File: config.mk
export PLATFORM = sky130hd
export DESIGN_NAME = serial_parity_engine
export DESIGN_NICKNAME = d
export VERILOG_FILES = /design/src/rtl/spe_pkg.sv /design/src/rtl/spe_bit_counter.sv /design/src/rtl/serial_parity_engine.sv
export SDC_FILE = /design/constraint.sdc
export NUM_CORES = 1
export LEC_CHECK = 0
export CAP_MARGIN = 20
export CORE_MARGIN = 2
export CORE_UTILIZATION = 51
export CTS_BUF_LIST = sky130_fd_sc_hd__clkbuf_16
export DETAILED_ROUTE_END_ITERATION = 12
export GPL_ROUTABILITY_DRIVEN = 0
export PLACE_DENSITY = 0.83
export SLEW_MARGIN = 5
export SYNTH_ARGS = -nofsm -noshare
export SYNTH_HDL_FRONTEND = slang
export SYNTH_SLANG_ARGS = --single-unit
export TNS_END_PERCENT = 5
File: constraint.sdc
create_clock -name clk -period 4.3 [get_ports clk]
set_clock_uncertainty 0.05 [all_clocks]
set_input_delay 0.645 -clock clk [delete_from_list [all_inputs] [get_ports clk]]
set_output_delay 0.645 -clock clk [all_outputs]
set_load 0.02 [all_outputs]
File: src/rtl/spe_pkg.sv
// Shared types and constants for the serial parity engine.
package spe_pkg;

   typedef enum logic [1:0] {
      S_IDLE = 2'd0,
      S_DATA = 2'd1,
      S_CHK  = 2'd2
   } spe_state_e;

   localparam int unsigned FRAME_CNT_W = 16;

endpackage

File: src/rtl/spe_bit_counter.sv
// Data-bit counter: clear beats load beats increment; tc flags that the
// next increment would reach LAST.
module spe_bit_counter #(
   parameter int unsigned WIDTH = 4,
   parameter int unsigned LAST  = 8
) (
   input  logic             clk,
   input  logic             reset,
   input  logic             clr,
   input  logic             load,
   input  logic [WIDTH-1:0] load_val,
   input  logic             inc,
   output logic [WIDTH-1:0] cnt,
   output logic             tc
);

   logic [WIDTH-1:0] cnt_q;

   always_ff @(posedge clk or negedge reset) begin
      if (!reset) begin
         cnt_q <= '0;
      end else if (clr) begin
         cnt_q <= '0;
      end else if (load) begin
         cnt_q <= load_val;
      end else if (inc) begin
         cnt_q <= cnt_q + WIDTH'(1);
      end
   end

   assign cnt = cnt_q;
   assign tc  = (cnt_q == WIDTH'(LAST - 1));

endmodule

File: src/rtl/serial_parity_engine.sv
// Serial parity generator; define PARITY_CHECK_EN to add the received-parity
// checker state (S_CHK) that drives err.
module serial_parity_engine
   import spe_pkg::*;
#(
   parameter int unsigned WORD_LEN   = 8,
   parameter bit          ODD_PARITY = 1'b0
) (
   input  logic                           clk,
   input  logic                           reset,
   input  logic                           clr,
   input  logic                           in_valid,
   input  logic                           w,
   output logic                           p,
   output logic                           p_valid,
   output logic                           busy,
   output logic [$clog2(WORD_LEN+1)-1:0]  bit_cnt,
   output logic [FRAME_CNT_W-1:0]         frame_cnt,
   output logic                           err
);

   localparam int unsigned CNT_W = $clog2(WORD_LEN + 1);

   spe_state_e             state_q, state_d;
   logic                   acc_q, acc_d;
   logic                   p_q, p_d;
   logic                   p_valid_q, p_valid_d;
   logic [FRAME_CNT_W-1:0] frame_q, frame_d;
   logic                   cnt_clr, cnt_load, cnt_inc, cnt_tc;
`ifdef PARITY_CHECK_EN
   logic                   err_q, err_d;
`endif

   spe_bit_counter #(
      .WIDTH (CNT_W),
      .LAST  (WORD_LEN)
   ) u_bit_counter (
      .clk      (clk),
      .reset    (reset),
      .clr      (cnt_clr),
      .load     (cnt_load),
      .load_val (CNT_W'(1)),
      .inc      (cnt_inc),
      .cnt      (bit_cnt),
      .tc       (cnt_tc)
   );

   always_comb begin
      state_d   = state_q;
      acc_d     = acc_q;
      p_d       = p_q;
      p_valid_d = 1'b0;
      frame_d   = frame_q;
      cnt_clr   = 1'b0;
      cnt_load  = 1'b0;
      cnt_inc   = 1'b0;
`ifdef PARITY_CHECK_EN
      err_d     = 1'b0;
`endif
      // clr outranks everything, including a completion on this edge
      if (clr) begin
         state_d = S_IDLE;
         acc_d   = 1'b0;
         cnt_clr = 1'b1;
      end else begin
         unique case (state_q)
            S_IDLE: begin
               if (in_valid) begin
                  acc_d    = w;
                  cnt_load = 1'b1;
                  state_d  = S_DATA;
               end
            end
            S_DATA: begin
               if (in_valid) begin
                  if (cnt_tc) begin
                     p_d       = acc_q ^ w ^ ODD_PARITY;
                     p_valid_d = 1'b1;
                     frame_d   = frame_q + FRAME_CNT_W'(1);
                     acc_d     = 1'b0;
                     cnt_clr   = 1'b1;
`ifdef PARITY_CHECK_EN
                     state_d   = S_CHK;
`else
                     state_d   = S_IDLE;
`endif
                  end else begin
                     acc_d   = acc_q ^ w;
                     cnt_inc = 1'b1;
                  end
               end
            end
`ifdef PARITY_CHECK_EN
            S_CHK: begin
               if (in_valid) begin
                  err_d   = (w != p_q);
                  state_d = S_IDLE;
               end
            end
`endif
            default: state_d = S_IDLE;
         endcase
      end
   end

   always_ff @(posedge clk or negedge reset) begin
      if (!reset) begin
         state_q   <= S_IDLE;
         acc_q     <= 1'b0;
         p_q       <= 1'b0;
         p_valid_q <= 1'b0;
         frame_q   <= '0;
      end else begin
         state_q   <= state_d;
         acc_q     <= acc_d;
         p_q       <= p_d;
         p_valid_q <= p_valid_d;
         frame_q   <= frame_d;
      end
   end

`ifdef PARITY_CHECK_EN
   always_ff @(posedge clk or negedge reset) begin
      if (!reset) begin
         err_q <= 1'b0;
      end else begin
         err_q <= err_d;
      end
   end
   assign err = err_q;
`else
   assign err = 1'b0;
`endif

   assign p         = p_q;
   assign p_valid   = p_valid_q;
   assign busy      = (state_q != S_IDLE);
   assign frame_cnt = frame_q;

endmodule

==> results of run 1 <==
[power groups by stage]
stage          Clock, µW  Combinational [µW]  Sequential, µW
3_5_place_dp           0                25.7             236
4_1_cts              201                26.1             232
2_1_floorplan          0                11.5             236
3_3_place_gp           0                25.2             236
6_report             199                27.4             232
5_1_grt              210                30.3             232
[worst paths after layout]
kind | cells past startpoint | slack (ns) | to
max in group asynchronous | 2 | 3.10 | frame_cnt[13]
worst min register to register | 1 | 0.42 | frame_cnt[15]
min in group asynchronous | 1 | 0.65 | frame_cnt[4]
worst max-delay path | 1 | 2.15 | busy
worst max register to register | 4 | 2.59 | frame_cnt[1]
worst min-delay path | 1 | 0.42 | frame_cnt[15]
[synth_stat cells (all sizes together)]
| library cell | instances | area (µm²) |
|---|---|---|
| o21ai | 2 | 10.01 |
| nor3b | 1 | 7.510 |
| nand4b | 1 | 15.01 |
| xor2 | 5 | 43.79 |
| nor2b | 1 | 6.260 |
| nor4 | 3 | 40.04 |
| mux2 | 2 | 22.52 |
| nand4 | 8 | 50.05 |
| conb | 1 | 3.750 |
| buf | 2 | 12.51 |
| nand3b | 3 | 38.79 |
| dfrtp | 24 | 600.6 |
| a221oi | 1 | 8.760 |
| a21oi | 4 | 20.02 |
| a32oi | 1 | 8.760 |
| nand3 | 3 | 15.01 |
| and3 | 7 | 43.79 |
| nand2 | 7 | 26.28 |
| ha | 2 | 25.02 |
| inv | 3 | 11.26 |
| nor2 | 8 | 32.54 |
| a211oi | 2 | 15.01 |
| xnor2 | 11 | 96.34 |
[final cells by class]
type | count | area share
flip-flops and latches | 24 | 0.3899
multi-input cells | 73 | 0.3436
repair buffers | 28 | 0.1852
clock buffers | 3 | 0.04874
well taps | 28 | 0.02275
inverters | 3 | 0.007311
clock inverters | 1 | 0.002437
[registers in the layout (all words and copies together), names as in the netlist]
signal             cells
acc_q                  1
frame_cnt             16
p                      1
p_valid                1
state_q                1
u_bit_counter.cnt      4
[per-stage QoR]
step	hold WS (ns)	utilization	total power, µW	setup slack [ns]
3_5_place_dp	0.4166	0.6667	262.0	1.949
4_1_cts	0.4288	0.7030	459.4	2.161
6_report	0.4213	0.7099	458.9	2.152
5_1_grt	0.4514	0.7099	473.2	2.110
3_3_place_gp	0.4127	0.6667	261.2	1.982
2_1_floorplan	0.2994	-	247.9	2.620
[routing by layer]
layer  vias up  global-route usage
met1       428              0.2788
met5         -                   0
met2        17              0.2821
met3         2             0.04310
li1        419                   -
met4         0             0.07895
[cells by family after synthesis]
group / after synthesis / share of synthesized area
buffers and inverters: 5 / 0.02060
other: 1 / 0.003251
xor gates and xnor gates: 16 / 0.1215
AOI/OAI and AO/OA: 10 / 0.05423
and+or+nand+nor: 42 / 0.2386
muxes: 2 / 0.01952
DFF: 24 / 0.5206
adders and majority gates: 2 / 0.02169
==> out/qor.yml, run 1 <==
coreArea_um2: 2170
intPower_uw: 364.3
antenna_found_initial: 0
required_ns: 3.61
finalInstanceArea_um2: 1540
crit_type: "register to output port"
worst-path-buf-inv: 1
cp-startpoint: "state_q[0]"
grt_first_pass_wirelength_um: 3726
syn_nets: 109
dp.cells: 155
irDropWorstVdd_mv: 0.2398
cpMaxStageDelayCell: "clkdlybuf4s50_1"
track_usage: 0.1930
power.switching_uw: 94.52
nets: 140
die_area_um2: 2658
hold_viol_final: 0
p_clk_frac: 0.434
diodes: 0
setup_tns_ns: 0
grt_max_degree: 25
synth.distinct_cells: 29
p_per_area_nw_per_um2: 297.9
top_layer: "met4"
first_global_vias: 805
clock_path_buffers: 2
root_buffer: "clkbuf_16"
multi_input_area_um2: 529.3
layoutNonFillerInstCount: 160
status: "finished, final reports clean"
holdBufCountCts: 0
seq_area_um2: 600.6
syn_avg_cell_area_um2: 11.31
power_frac_seq: 0.506
path_max_fanout: 9
port_buffers: 27
postPlaceCellArea_um2: 1446
arrival_ns: 1.45
avgRoutedWirePerCell_um: 14.04
crit_path_cell_trace: "clkdlybuf4s50_1"
dr_total_vias: 866
wl_met2_um: 1075
hp-class: "register to register"
dp_hpwl_um: 1569
die_x_um: 51.56
ios: 29
critPathLaunchType: "register"
cts_tree: "yes"
numCtsBuffers: 3
dr_wl_met3_um: 66
r2r_start: "u_bit_counter.cnt[0]"
drtIter0Drc: 10
worst_setup_path_end_kind: "output port"
post_cts_buffers: 0
drt_wl_total_um: 2246
fp.dieH_um: 51.56
p_sw_frac: 0.2060
area_delta_synth_final_pct: 33.51
cp_top_family: "buffers and inverters"
layout-drive-gt1-share: 0.09091
power_frac_comb: 0.060
fin_crit_sh: 0.4995
clkSlewWorstSetupHoldPaths_ns: 0.06
grt_overflow: 0
clock_latency_ns: 0.25
cts.sinks: 24
report.final.slew_viol_count: 0
cap_violations: 0
drtPass1Iterations: 4
rsz0062_at_grt: "no"
max_freq_ghz: 0.4656
ant_nets: 0
start_util: 0.5317
ys_warn_count: 0
htreeDepth: 1
viasPerCell: 5.413
rows: 17
wl_met1_um: 1089
period_needed_ns: 2.148
post_cts_resized: 0
num-fill-cells: 170
netlist_area_um2: 1154
final_cell_mix: "clkdlybuf4s50_1, dfrtp_1, xnor2_1"
worstHoldStart: "frame_cnt[15]"
setup_viol: 0
critPathMaxStageDelay_ns: 0.67
ys_seq_elements: 24
power.leakage_uw: 0.0007476
layout.cells.most_common: "clkdlybuf4s50_1"
synth_seq_area_share: 0.5206
drc: 0
synthCells: 102
Note: power is estimated with default switching activity, not from simulation.
==> inputs of run 2 (changes only) <==
--- a/config.mk
+++ b/config.mk
@@ -7,11 +7,11 @@
 export LEC_CHECK = 0
 export CAP_MARGIN = 20
 export CORE_MARGIN = 2
-export CORE_UTILIZATION = 51
+export CORE_UTILIZATION = 43
 export CTS_BUF_LIST = sky130_fd_sc_hd__clkbuf_16
 export DETAILED_ROUTE_END_ITERATION = 12
 export GPL_ROUTABILITY_DRIVEN = 0
-export PLACE_DENSITY = 0.83
+export PLACE_DENSITY = 0.74
 export SLEW_MARGIN = 5
 export SYNTH_ARGS = -nofsm -noshare
 export SYNTH_HDL_FRONTEND = slang
==> constraint.sdc (replaced) <==
create_clock -name clk -period 1.72 [get_ports clk]
set_clock_uncertainty 0.05 [all_clocks]
set_input_delay 0.258 -clock clk [delete_from_list [all_inputs] [get_ports clk]]
set_output_delay 0.258 -clock clk [all_outputs]
set_load 0.02 [all_outputs]
==> run 2 against run 1 <==
Sequential share of layout area down 2.3 points. Register-to-register slack worse by 2.4 ns. Clock-buffer cell count did not move. Critical path type unchanged. First-iteration DRC count up 140%. Clock power rose to 3.3 times the previous value. Die area increased by 17%. Worst hold slack got worse by 0.12 ns. Via count up 5.9%. Cell area increased by 6.6%. Routed wire length increased by 2.7%. Combinational power rose to 2.5 times the previous value.
==> out/qor.yml, run 2 (synthesized netlist as in run 1, its figures left out) <==
nets: 149  # +6.4%
clkSlewWorstSetupHoldPaths_ns: 0.06  # about the same
crit_type: "register to output port"
track_usage: 0.1543  # -0.03869
cap_violations: 0  # unchanged
report.final.slew_viol_count: 0  # unchanged
critPathMaxStageDelay_ns: 0.64  # -0.03 ns
path_depth: 1  # unchanged
worst_setup_path_end_kind: "output port"
cts.sinks: 24  # unchanged
cpMaxStageDelayCell: "clkdlybuf4s50_1"
fin_crit_sh: 0.9679
postPlaceCellArea_um2: 1524  # +5.4%
grt_first_pass_wirelength_um: 3870  # +3.9%
r2r_cells: 5  # +1
clock_path_buffers: 2  # unchanged
hp-class: "input port to asynchronous set/reset pin"
dr_total_vias: 917  # +5.9%
setup_viol: 0  # unchanged
p_per_area_nw_per_um2: 791.7  # +170%
ios: 29  # unchanged
required_ns: 1.41  # -2.20 ns
total_power_uw: 1300  # +180%
cp_top_family: "buffers and inverters"
die_area_um2: 3113  # +17%
post_cts_buffers: 0  # unchanged
cts_tree: "yes"
first_global_vias: 898  # +12%
dp_hpwl_um: 1702  # +8.5%
drt_wl_total_um: 2306  # +2.7%
ant_nets: 0  # unchanged
die_x_um: 55.80  # +8.2%
rows: 18  # +1
p_sw_frac: 0.1814  # -0.02462
avgRoutedWirePerCell_um: 13.49  # -3.9%
hold_viol_final: 0  # unchanged
max_freq_ghz: 0.6007
coreArea_um2: 2500  # +15%
drc: 0  # unchanged
critPathLaunchType: "register"
status: "finished, final reports clean"
arrival_ns: 1.36  # -0.09 ns
crit_path_cell_trace: "clkdlybuf4s50_1"
area_delta_synth_final_pct: 42.30
diodes: 0  # unchanged
power_frac_comb: 0.053  # -0.007
p_clk_frac: 0.500  # +0.066
start_util: 0.4615  # -0.07026
drtIter0Drc: 24  # +14
finalInstanceArea_um2: 1642  # +6.6%
largest_register_ffs: 16  # unchanged
grt_overflow: 0  # unchanged
path_max_fanout: 9  # unchanged
antenna_found_initial: 0  # unchanged
worst-path-buf-inv: 1  # unchanged
viasPerCell: 5.363  # -0.92%
intPower_uw: 1064  # +190%
power.leakage_uw: 0.0008372  # +12%
irDropWorstVdd_mv: 0.5512  # +130%
clock_latency_ns: 0.25  # about the same
dp.cells: 167  # +7.7%
final_cell_mix: "clkdlybuf4s50_1, dfrtp_1, xnor2_1"
power_frac_seq: 0.447  # -0.059
port_buffers: 27  # unchanged
power.switching_uw: 235.7  # +150%
drtPass1Iterations: 4  # unchanged
layout.cells.most_common: "clkdlybuf4s50_1"
grt_max_degree: 25  # unchanged
period_needed_ns: 1.665
numCtsBuffers: 3  # unchanged
layoutNonFillerInstCount: 171  # +6.9%
fp.dieH_um: 55.80  # +8.2%
layout-drive-gt1-share: 0.1631  # +0.07221
htreeDepth: 1  # unchanged
root_buffer: "clkbuf_16"
## run 2: cell count changes in the layout (fill, tap and decap cells not counted), sizes merged
cell           delta
bufinv            +1
clkinv            -1
clkdlybuf4s50     -1
dlymetal6s2s      +1
buf               +9
## run 2: path summary, 6_finish.rpt
path	from	to	slack [ns]
min in group clk	frame_cnt[15]	frame_cnt[15]	0.43
max in group asynchronous	reset	state_q[0]	1.06
max	state_q[0]	busy	0.06
min reg2reg	frame_cnt[15]	frame_cnt[15]	0.43
min	reset	frame_cnt[5]	0.31
max reg2reg	u_bit_counter.cnt[0]	frame_cnt[15]	0.18
## run 2: cell type report
type                       count  area, µm²
inverter                       3      11.26
sequential                    24      601.8
tap                           30      37.54
clock buffer                   3      75.07
fill                         201      858.3
multi-input combinational     73      538.0
clock inverter                 1      30.03
timing repair buffer          37      347.8
## run 2: routing by layer
layer	vias up	GRT usage	share of wire
li1	445	-	-
met1	440	0.2099	0.45
met2	32	0.2483	0.50
met3	0	0.02558	0.053
met4	0	0.05575	0
met5	-	0	0
## run 2: what timing repair did
action | in CTS | in global routing
cloned | 0 | 0
hold buffers | 0 | 0
endpoints found under the setup margin | 1 | 8
pin swaps | 0 | 2
gates resized for setup | 1 | 2
## run 2: worst reg2reg max path, delay by kind of cell, from the launching register on
family | cells | cell delay [ns]
XOR/XNOR | 1 | 0.15
flip-flops | 1 | 0.40
adder cells (fa/ha/maj) | 1 | 0.25
AND/OR/NAND/NOR | 3 | 0.58
## run 2: through the flow
stage	hold slack, ns	util	TNS [ns]	worst slack, ns
after floorplan	-0.08759	-	0	0.04020
after global placement	0.4169	0.6096	-0.1279	-0.02645
after detailed placement	0.4173	0.6096	-0.4846	-0.1015
after CTS	0.3157	0.6522	0	0.04438
after global routing	0.3533	0.6567	-0.004451	-0.004451
final	0.3054	0.6567	0	0.05524
## run 2: power groups by stage
stage	logic, µW	clock network, µW	registers (µW)
global placement	68.7	0	590
detailed placement	70.0	0	591
global route	75.9	693	581
CTS	70.5	665	581
floorplan	28.6	0	591
finish	69.3	649	581
==> variant, RTL diff (config.mk and constraints of run 2) <==
Encoding of `spe_state_e`: now one-hot (3 bits for 3 states).
--- a/src/rtl/spe_pkg.sv
+++ b/src/rtl/spe_pkg.sv
@@ -1,10 +1,10 @@
 // Shared types and constants for the serial parity engine.
 package spe_pkg;
 
-   typedef enum logic [1:0] {
-      S_IDLE = 2'd0,
-      S_DATA = 2'd1,
-      S_CHK  = 2'd2
+   typedef enum logic [2:0] {
+      S_IDLE = 3'b001,
+      S_DATA = 3'b010,
+      S_CHK  = 3'b100
    } spe_state_e;
 
    localparam int unsigned FRAME_CNT_W = 16;
Behaviour: same outputs for any inputs over 10 cycles, from zero or initial values and one cycle with reset low; not proved beyond that.
==> variant against run 2 <==
- sequential cell count is 1 higher
- design area is 3.4% higher
- die area is 7.9% higher
- maximum frequency is 0.99% lower
- area after synthesis is 8.6% higher
- hold slack better by 4.7 ps
- setup slack worse by 17 ps
- clock power is 20% lower
- wire length is 2.7% higher
- total power is 6.0% lower
- combinational power is 38% higher
- critical path type unchanged
- largest cell class unchanged
==> variant: results (changes against run 2) <==
[setup_path]
cp_max_fo=4  ; -5

[global_routing]
grt_max_degree=26  ; +4.0%
grt_usage_pct=16.0  ; +0.56 points
grtUsageMet3_pct=2.23  ; -0.33 points
grt_pass1_vias=933  ; +3.9%
gr-usage-met1_pct=21.9  ; +0.91 points
use_met2_pct=25.5  ; +0.66 points

[pwr]
p_leak_nw=0.771  ; -7.9%
p_switching_uw=264  ; +12%
switching_share_pct=21.6  ; +3.5 points
p_clk_uw=521  ; -20%

[detailed_routing]
top_layer=met4
route.layer.met1.wl_um=1060  ; +2.3%
post_drt_via_cell_ratio=5.33  ; -0.65%

[logic_synthesis]
ys_types=36  ; +24%
ys_top_cells_by_count=24 x dfrtp_1, 12 x xnor2_1, 10 x nand2_1, 7 x nand3_1, 6 x xor2_1
yosysSeqAreaShare_pct=50.0  ; -2.0 points
synthesis.nets=118  ; +8.3%
synth_compound_area_share_pct=7.19  ; +1.8 points
synthMuxAreaShare_pct=0  ; -2.0 points
synth_area_leaders=dfrtp_1 48%, xnor2_1 8.4%, xor2_1 4.2%

[final_layout]
layout.nets=157  ; +5.4%
fillCellCount=230  ; +14%

[place]
hpwl_um=1770  ; +3.9%

[run_status]
outcome=finished, final reports clean

==> variant: changes by cell type after synthesis, sizes merged, moves of 3 or more <==
| cell | change |
|---|---|
| and3 | -5 |
| nor2 | -6 |
| nor3 | +5 |
| nand4 | -3 |
| nand2 | +4 |
| nand3 | +5 |
==> variant: through the flow <==
step / area, um2 / setup TNS, ps / worst slack [ps] / hold WS, ps / cells
floorplan: 1250 / 0 / 26.4 / -87.6 / 111
global placement: 1610 / -521 / -76.3 / 406 / 176
detailed placement: 1610 / -1300 / -131 / 412 / 176
CTS: 1700 / 0 / 29.4 / 325 / 180
global route: 1700 / -15.0 / -15.0 / 336 / 180
finish: 1700 / 0 / 38.6 / 310 / 180
==> variant: path summary, 6_finish.rpt <==
check / start / to / cells past startpoint / slack, ps
max: u_bit_counter.cnt[0] / bit_cnt[0] / 2 / 40
min: reset / frame_cnt[15] / 2 / 310
max reg2reg: u_bit_counter.cnt[0] / frame_cnt[14] / 5 / 130
min reg2reg: frame_cnt[15] / frame_cnt[15] / 1 / 420
max in group asynchronous: reset / state_q[0] / 2 / 1010
min in group clk: frame_cnt[15] / frame_cnt[15] / 1 / 420
==> variant: what timing repair did <==
action / 4_1_cts / 5_1_grt
setup buffers: 0 / 0
endpoints found under the setup margin: 1 / 9
gates resized for setup: 1 / 1
==> variant: worst register-to-register path, delay by kind of cell (launching register included) <==
kind                     cells  cell delay, ps
XOR/XNOR                     1             140
adder cells (fa/ha/maj)      1             180
flip-flops                   1             350
AND/OR/NAND/NOR              3             750
==> variant: cell type report <==
class                   count  area share, %
flip-flops and latches     25           36.9
multi-input cells          80           35.2
repair buffers             36           19.8
clock buffers               3           4.42
well taps                  31           2.29
inverters                   4          0.885
clock inverters             1          0.442
